<file path="config.mk">
export PLATFORM = sky130hd
export DESIGN_NAME = mux_rr_pipe
export DESIGN_NICKNAME = d
export VERILOG_FILES = /design/src/rtl/mux_pkg.sv /design/src/rtl/mux_rr_pipe_rr_pick.sv /design/src/rtl/mux_rr_pipe.sv
export SDC_FILE = /design/constraint.sdc
export NUM_CORES = 1
export LEC_CHECK = 0
export ABC_AREA = 1
export CORE_UTILIZATION = 42
export CTS_CLUSTER_DIAMETER = 150
export CTS_CLUSTER_SIZE = 28
export DETAILED_ROUTE_END_ITERATION = 7
export PLACE_DENSITY_LB_ADDON = 0.2
export SYNTH_ARGS = -nofsm -noshare
export SYNTH_HDL_FRONTEND = slang
export SYNTH_SLANG_ARGS = --single-unit
export TNS_END_PERCENT = 50
</file>
<file path="constraint.sdc">
create_clock -name clk -period 9.42 [get_ports clk]
set_input_delay 1.413 -clock clk [delete_from_list [all_inputs] [get_ports clk]]
set_output_delay 1.413 -clock clk [all_outputs]
set_load 0.01 [all_outputs]
</file>
<file path="src/rtl/mux_pkg.sv">
// Shared constants and types for the round-robin registered mux.
// Mode encodings, output-register state view and an index-width helper.
package mux_pkg;

  localparam logic MODE_DIRECT = 1'b0;
  localparam logic MODE_RR     = 1'b1;

  typedef enum logic {
    ST_EMPTY = 1'b0,
    ST_FULL  = 1'b1
  } out_state_t;

  // A single channel still needs a 1-bit index, so never return 0.
  function automatic int clog2_min1(input int n);
    if (n <= 2) return 1;
    return $clog2(n);
  endfunction

endpackage

</file>
<file path="src/rtl/mux_rr_pipe_rr_pick.sv">
// Rotating-priority search: the first set request at or after ptr, wrapping.
// Purely combinational; distance from ptr is computed with an explicit wrap.
module rr_pick
  import mux_pkg::*;
#(
  parameter int CHANNELS = 4
) (
  input  logic [CHANNELS-1:0]                   req,
  input  logic [clog2_min1(CHANNELS)-1:0]       ptr,
  output logic [clog2_min1(CHANNELS)-1:0]       idx,
  output logic                                  found
);

  localparam int SEL_W = clog2_min1(CHANNELS);

  int ptr_i;
  int best_d;
  int d;

  // Smallest forward distance from ptr among requesting channels wins.
  always_comb begin
    idx    = '0;
    found  = |req;
    ptr_i  = int'(ptr);
    best_d = CHANNELS;
    d      = 0;
    if (ptr_i >= CHANNELS) ptr_i = 0;
    for (int i = 0; i < CHANNELS; i++) begin
      d = i - ptr_i;
      if (d < 0) d = d + CHANNELS;
      if (req[i] && (d < best_d)) begin
        best_d = d;
        idx    = SEL_W'(i);
      end
    end
  end

endmodule

</file>
<file path="src/rtl/mux_rr_pipe.sv">
// N-channel registered mux with direct-select and round-robin modes.
// Valid/ready on every input and on a single-entry output register.
module mux_rr_pipe
  import mux_pkg::*;
#(
  parameter int WIDTH    = 8,
  parameter int CHANNELS = 4
) (
  input  logic                              clk,
  input  logic                              rst,
  input  logic                              mode,
  input  logic [clog2_min1(CHANNELS)-1:0]   sel,
  input  logic [CHANNELS*WIDTH-1:0]         in_data,
  input  logic [CHANNELS-1:0]               in_valid,
  output logic [CHANNELS-1:0]               in_ready,
  output logic [WIDTH-1:0]                  out_data,
  output logic [clog2_min1(CHANNELS)-1:0]   out_chan,
  output logic                              out_valid,
  input  logic                              out_ready
);

  localparam int SEL_W = clog2_min1(CHANNELS);

  out_state_t        state, state_next;
  logic [SEL_W-1:0]  rr_ptr, rr_ptr_next;
  logic [SEL_W-1:0]  rr_idx;
  logic              rr_found;
  logic [SEL_W-1:0]  grant;
  logic              gvalid;
  logic              direct_valid;
  logic [WIDTH-1:0]  grant_data;
  logic              load_en;
  logic              transfer;

  rr_pick #(.CHANNELS(CHANNELS)) u_rr_pick (
    .req   (in_valid),
    .ptr   (rr_ptr),
    .idx   (rr_idx),
    .found (rr_found)
  );

  assign out_valid = (state == ST_FULL);
  assign load_en   = !out_valid || out_ready;

  // Grant selection; an out-of-range sel simply matches no channel.
  always_comb begin
    direct_valid = 1'b0;
    for (int i = 0; i < CHANNELS; i++) begin
      if (sel == SEL_W'(i)) direct_valid = in_valid[i];
    end
    if (mode == MODE_RR) begin
      grant  = rr_idx;
      gvalid = rr_found;
    end else begin
      grant  = sel;
      gvalid = direct_valid;
    end
  end

  always_comb begin
    grant_data = '0;
    for (int i = 0; i < CHANNELS; i++) begin
      if (grant == SEL_W'(i)) grant_data = in_data[i*WIDTH +: WIDTH];
    end
  end

  always_comb begin
    in_ready = '0;
    for (int i = 0; i < CHANNELS; i++) begin
      in_ready[i] = !rst && load_en && gvalid && (grant == SEL_W'(i));
    end
  end

  assign transfer = load_en && gvalid;

  // Pointer only advances on RR transfers so a DIRECT interlude keeps fairness.
  always_comb begin
    rr_ptr_next = rr_ptr;
    if (transfer && (mode == MODE_RR)) begin
      if (grant == SEL_W'(CHANNELS - 1)) rr_ptr_next = '0;
      else                               rr_ptr_next = grant + SEL_W'(1);
    end
  end

  always_comb begin
    state_next = state;
    case (state)
      ST_EMPTY: if (gvalid)                 state_next = ST_FULL;
      ST_FULL:  if (out_ready && !gvalid)   state_next = ST_EMPTY;
      default:                              state_next = ST_EMPTY;
    endcase
  end

  always_ff @(posedge clk) begin
    if (rst) begin
      state  <= ST_EMPTY;
      rr_ptr <= '0;
    end else begin
      state  <= state_next;
      rr_ptr <= rr_ptr_next;
    end
  end

  always_ff @(posedge clk) begin
    if (rst) begin
      out_data <= '0;
      out_chan <= '0;
    end else if (transfer) begin
      out_data <= grant_data;
      out_chan <= grant;
    end
  end

endmodule

</file>
# Word-level counts from Yosys, hierarchy flattened
# Index checks and enable logic that the tools add are counted.
[op_classes]
n_addsub = 9
n_lt_le_gt_ge = 8
n_eq_ne = 6
mux = 24
bitwise_logic = 1
reduce_logical = 20
[op_table]
columns = ["op", "n"]
rows = [
  ["$mux 32", 7],
  ["$add 32x4->32 const B", 4],
  ["$lt 32x1->1 const B", 4],
  ["$lt 32x32->1", 3],
  ["$lt 32x4->1 const B", 1],
  ["$mux 8", 4],
  ["$logic_and 1x1->1", 13],
  ["$eq 2x2->1 const B", 4],
  ["$mux 1", 8],
  ["$mux 2", 4],
  ["$sub 1x2->3 const A", 2],
  ["$sub 2x2->3 const A", 2],
  ["$eq 2x1->1 const B", 2],
  ["$logic_not 2->1", 2],
  ["$reduce_or 4->1", 1],
  ["$logic_not 1->1", 3],
  ["$add 2x1->2 const B", 1],
  ["$pmux 1 s2", 1],
  ["$logic_or 1x1->1", 1],
  ["$not 1->1", 1],
]
[word_totals]
ff_bits = 13
in_bits = 42
output_inout_bits = 15
elab_cells = 72

# Depth between registers and ports, before layout
[logic_depth]
word_depth = 21
ltp_mapped = 30
ltp_nobuf = 29

# By module
# Synthesis repeated with hierarchy kept, for this count alone.
[unflattened]
cells_unflattened = 205
area_unflattened_um2 = 1184.9
[by_module_without_submodules]
columns = ["mod", "n_inst", "cells_per_inst", "area_each_um2", "seq_area_each_um2"]
rows = [
  ["mux_rr_pipe", 1, 170, 997.2, 260.2],
  ["rr_pick", 1, 35, 187.7, 0.0],
]

# Worst setup path after synthesis
# Ideal clock, no wire load.
[synth_path]
path_kind = "input to output"
start = "in in_valid[1]"
end = "out in_ready[2]"
arrival_time_ns = 3.761
required_ns = 8.007
path_slack_ns = 4.246
stages = 22
path_buffers = 1
path_cell_list = "a21boi_0 -> nand2_1 -> nand3_1 -> ha_1 -> inv_1 -> nor2_1 -> nand2_1 -> nand3_2 -> nand2_1 -> o21ai_0 -> ha_1 -> inv_1 -> nor2_1 -> nand2_1 -> nand3_2 -> nand2_1 -> nand2_1 -> inv_1 -> ha_1 -> clkbuf_1 -> inv_1 -> nor2_1"
[synth_between]
elab_chain_len = 11
word_cells_on_any_way = 19
cone_classes = "order compare (2); eq/ne (1); mux (10); reduce/logical (6)"
[synth_lines]
columns = ["element", "line_no", "rtl"]
rows = [
  ["start, declared", "mux_rr_pipe.sv:14", "input logic [CHANNELS-1:0] in_valid,"],
  ["$logic_and 1x1->1 (*)", "mux_rr_pipe_rr_pick.sv:31", "if (req[i] && (d < best_d)) begin"],
  ["$mux 32 (*)", "mux_rr_pipe_rr_pick.sv:31", ""],
  ["$lt 32x32->1", "mux_rr_pipe_rr_pick.sv:31", ""],
  ["$logic_and 1x1->1", "mux_rr_pipe_rr_pick.sv:31", ""],
  ["$mux 32", "mux_rr_pipe_rr_pick.sv:31", ""],
  ["$lt 32x32->1", "mux_rr_pipe_rr_pick.sv:31", ""],
  ["$logic_and 1x1->1", "mux_rr_pipe_rr_pick.sv:31", ""],
  ["$mux 2 (*)", "mux_rr_pipe_rr_pick.sv:31", ""],
  ["$mux 2 (*)", "mux_rr_pipe.sv:51", "if (mode == MODE_RR) begin"],
  ["named net grant[1]", "mux_rr_pipe.sv:28", "logic [SEL_W-1:0] grant;"],
  ["$eq 2x2->1 (*)", "mux_rr_pipe.sv:70", "in_ready[i] = !rst && load_en && gvalid && (grant == SEL_W'(i));"],
  ["$logic_and 1x1->1 (*)", "mux_rr_pipe.sv:70", ""],
  ["end, declared", "mux_rr_pipe.sv:15", "output logic [CHANNELS-1:0] in_ready,"],
]
# Mark *: on every way through the listed nets, which the timed path passes. The rest lies on a longest branch.

# Worst setup path after layout
[layout_path]
start = "in in_valid[1]"
end = "out in_ready[1]"
[layout_between]
elab_chain_len = 11
word_cells_on_any_way = 19
cone_classes = "order compare (2); eq/ne (1); mux (10); reduce/logical (6)"
[layout_lines]
columns = ["element", "line_no"]
rows = [
  ["$logic_and 1x1->1 (*)", "mux_rr_pipe_rr_pick.sv:31"],
  ["$mux 32", "mux_rr_pipe_rr_pick.sv:31"],
  ["$lt 32x32->1", "mux_rr_pipe_rr_pick.sv:31"],
  ["$logic_and 1x1->1", "mux_rr_pipe_rr_pick.sv:31"],
  ["$mux 32", "mux_rr_pipe_rr_pick.sv:31"],
  ["$lt 32x32->1", "mux_rr_pipe_rr_pick.sv:31"],
  ["$logic_and 1x1->1", "mux_rr_pipe_rr_pick.sv:31"],
  ["$mux 2 (*)", "mux_rr_pipe_rr_pick.sv:31"],
  ["$mux 2 (*)", "mux_rr_pipe.sv:51"],
  ["named net grant[0]", "mux_rr_pipe.sv:28"],
  ["$eq 2x1->1 (*)", "mux_rr_pipe.sv:70"],
  ["$logic_and 1x1->1 (*)", "mux_rr_pipe.sv:70"],
]
# Marks and branches as above.

==> run summary <==
Mapped Nets: 218
Core Area: 2297 um2
Inst Count DP: 248
WL final: 3.340 mm
Setup Viol. Count Final: 0
Drt first pass iters: 4
Slowest stage delay, CP: 0.56 ns
Crit path buffers/inverters: 6
CTS resizes: 0
Critical path arrival: 5.40 ns
Max H-tree Level: 1
CP max stage cell: clkdlybuf4s50_1
#FFs+latches synth: 13
Total GRT Usage: 24.76%
Switch Pwr: 0.00008247 W
First-pass GRT wire length: 5.112 mm
CP Cell Sequence: clkdlybuf4s50_1 > a21boi_0 > nand2_1 > nand3_1 > ha_1 > inv_1 > nor2_1 > nand2_1 > nand3_2 > nand2_1 > o21ai_0 > ha_1 > inv_1 > nor2_1 > nand2_1 > nand3_2 > nand2_1 > nand2_2 > inv_1 > ha_1 > clkinv_1 > nor2_1 > clkdlybuf4s50_1
Skew final: 0.002961 ns
Vias in the first global route: 1229
Hold Crit Depth: 2
Slew Limit Fails: 0
Root Buffer: clkbuf_4
Clk slew on worst S/H paths: 0.07 ns
Sw Ratio: 38.17%
Standard-cell rows: 17
RSZ-0062 raised after global routing: false
Worst Setup Start Kind: primary input
Seq/Total Area, Yosys: 24.44%
Post-synthesis instance area: 1065 um2
Tot Pwr: 0.0002160 W
Actual slew at the worst max-slew pin: 0.3835 ns
Worst R2R Setup Slack: 5.44 ns
Clock Latency Late Sink: 0.27 ns
Yosys warns: 0
Fill cell count: 191
Largest net degree at the start of global routing: 18
Top cell by count, worst path: nand2_1
Final WS setup: 2.609 ns
Via density: 5.250
Slew margin rel.: 74.28%
Int Pwr: 0.0001336 W
Seq. cell area: 260.3 um2
CP endpoint kind: primary output
Tmin final: 6.811 ns
DIE AREA: 2741 um2
Layout area overhead: 54.76%
Hold path start: out_data[4]$_SDFFE_PP0P_
Status: complete, no violations
Pwr dens: 131.1 nW/um2
Hold Vio Cnt, Final: 0
Number of antenna diodes: 0
Hold endpoint: out_data[4]$_SDFFE_PP0P_
Die Y: 52.35 um
Antenna violations before repair: 0
Fmax: 0.1468 GHz
Logic gate share of total power: 53.4%
CTS tree: built
Share of layout cells above drive strength 1: 5.357%
Final ANT Viol Nets: 0
Multi-input logic area: 686.9 um2
Worst reg-to-reg path cell count: 27
Hold crit path type: reg2reg
Cell count after synthesis: 170
Die Wd: 52.35 um
Clock share of power: 15.2%
# clock sinks: 13
Mapped Avg Cell Area: 6.263 um2
Final Instance Count excl. Fillers: 252
Clk buf depth: 2
DPL Wire Length: 2.723 mm
Post-DP Area: 1622 um2
RR Startpoint: rr_ptr[0]$_SDFFE_PP0P_
R2R Path End: out_data[4]$_SDFFE_PP0P_
Setup TNS Final: 0 ns
CP max FO: 9
Max VDD drop: 0.0001209 V
Setup Fix Bufs, Post-CTS: 0
Dpl ws: 2.712 ns
Crit path kind: in2out
TritonCTS buffer count: 3
Global route total overflow: 0
Netlist cell types: 23
Critical Path RT: 8.01 ns
DRT iter0 DRCs: 59
Final Wtd Congestion: 0.8533
Leakage power: 0.7238 nW
Sequential Power Share: 31.4%
Post-route cell area: 1648 um2
Max Cap Viol: 0
CP delay by family, top: buffers and inverters
Starting density of the core: 46.35%
Hold-fix buffer count after cts: 0
Via count: 1323
Remaining DRCs: 0
Final net count: 273
PortBufs: 56
Boundary Pins: 57
Period utilization: 72.30%
Routed length per instance: 13.25 um
-- per-stage QoR --
| step | utilization [%] | hold WS (ns) |
|---|---|---|
| 2_1_floorplan | - | 0.4900 |
| 5_1_grt | 71.73 | 0.4882 |
| 3_3_place_gp | 70.59 | 0.4550 |
| 6_report | 71.73 | 0.4714 |
| 3_5_place_dp | 70.59 | 0.4666 |
| 4_1_cts | 71.73 | 0.4787 |
-- cell usage in the layout, fill, tap and decap left out, drive strengths merged, types with 6 or more instances in the layout --
cell           instances
nand3                 15
nand2                 49
o21ai                 14
ha                     6
nor2                  12
dfxtp                 13
clkdlybuf4s50         56
inv                   18
a21oi                 24
o211ai                 8
-- worst max-delay path by stage --
stage	from	endpoint	slack (ns)	cells after the start
detailed placement	in_valid[1]	in_ready[1]	2.71	22
CTS	in_valid[1]	in_ready[1]	2.70	22
global placement	in_valid[1]	in_ready[1]	2.96	23
global route	in_valid[0]	in_ready[1]	2.42	23
finish	in_valid[1]	in_ready[1]	2.61	23
floorplan	in_valid[1]	in_ready[2]	4.25	22
-- registers in the layout (all words and copies together) (netlist names) --
name,count
out_chan,2
out_data,8
out_valid,1
rr_ptr,2
-- power by group through the flow --
| stage | sequential (W) | clock (W) | combinational (W) |
|---|---|---|---|
| after floorplan | 0.0000716 | 0 | 0.0000637 |
| after global placement | 0.0000685 | 0 | 0.000109 |
| after detailed placement | 0.0000688 | 0 | 0.000114 |
| after CTS | 0.0000678 | 0.0000340 | 0.000114 |
| after global routing | 0.0000685 | 0.0000356 | 0.000127 |
| final | 0.0000678 | 0.0000329 | 0.000115 |
-- synth_stat cells (all sizes together) --
cell / instances / area share [%]
nand2: 49 / 18
a21oi: 24 / 12
inv: 18 / 6.3
nand3: 15 / 9.2
o21ai: 14 / 6.6
dfxtp: 13 / 24
nor2: 12 / 4.7
o211ai: 8 / 5.6
ha: 6 / 7.1
buf: 4 / 2.9
clkinv: 3 / 1.1
clkbuf: 2 / 0.71
a21boi: 1 / 0.71
nand4: 1 / 0.59
-- worst reg2reg max path: stages (launching register included) --
cell and delay (ns):
dfxtp_1 0.44, nand2_1 0.13, a21boi_0 0.27, nand2_1 0.10, nand3_1 0.10, ha_1 0.23, inv_1 0.05, nor2_1 0.04
nand2_1 0.07, nand3_2 0.10, nand2_1 0.10, o21ai_0 0.09, ha_1 0.29, inv_1 0.05, nor2_1 0.04, nand2_1 0.07
nand3_2 0.07, nand2_1 0.12, nand2_2 0.10, inv_1 0.11, ha_1 0.35, clkinv_1 0.31, nand3_1 0.15, nand2_1 0.06
o21ai_0 0.08, nand2_1 0.08, o211ai_1 0.14, a21oi_1 0.10
-- layout make-up --
type	instances	area share (%)
multi-input cells	130	41.69
repair buffers	56	34.02
flip-flops and latches	13	15.79
inverters	21	4.784
well taps	28	2.126
clock buffers	4	1.595
-- routing by layer --
metal | global-route usage [%] | share of wire [%] | vias up
met2 | 44.09 | 49 | 60
met4 | 10.09 | 1.4 | 0
met1 | 29.74 | 42 | 583
met3 | 2.609 | 7.5 | 8
met5 | 0 | 0 | -
li1 | - | - | 672
-- logic make-up (layout without fill, tap and decap cells) --
logic type	Yosys count	in the layout	synth area share (%)
DFF	13	13	24.44
buffers and inverters	27	81	11.04
adders and majority gates	6	6	7.050
AOI/OAI and AO/OA	47	47	25.26
and+or+nand+nor	77	77	32.20
(Power assumes the default switching activity.)
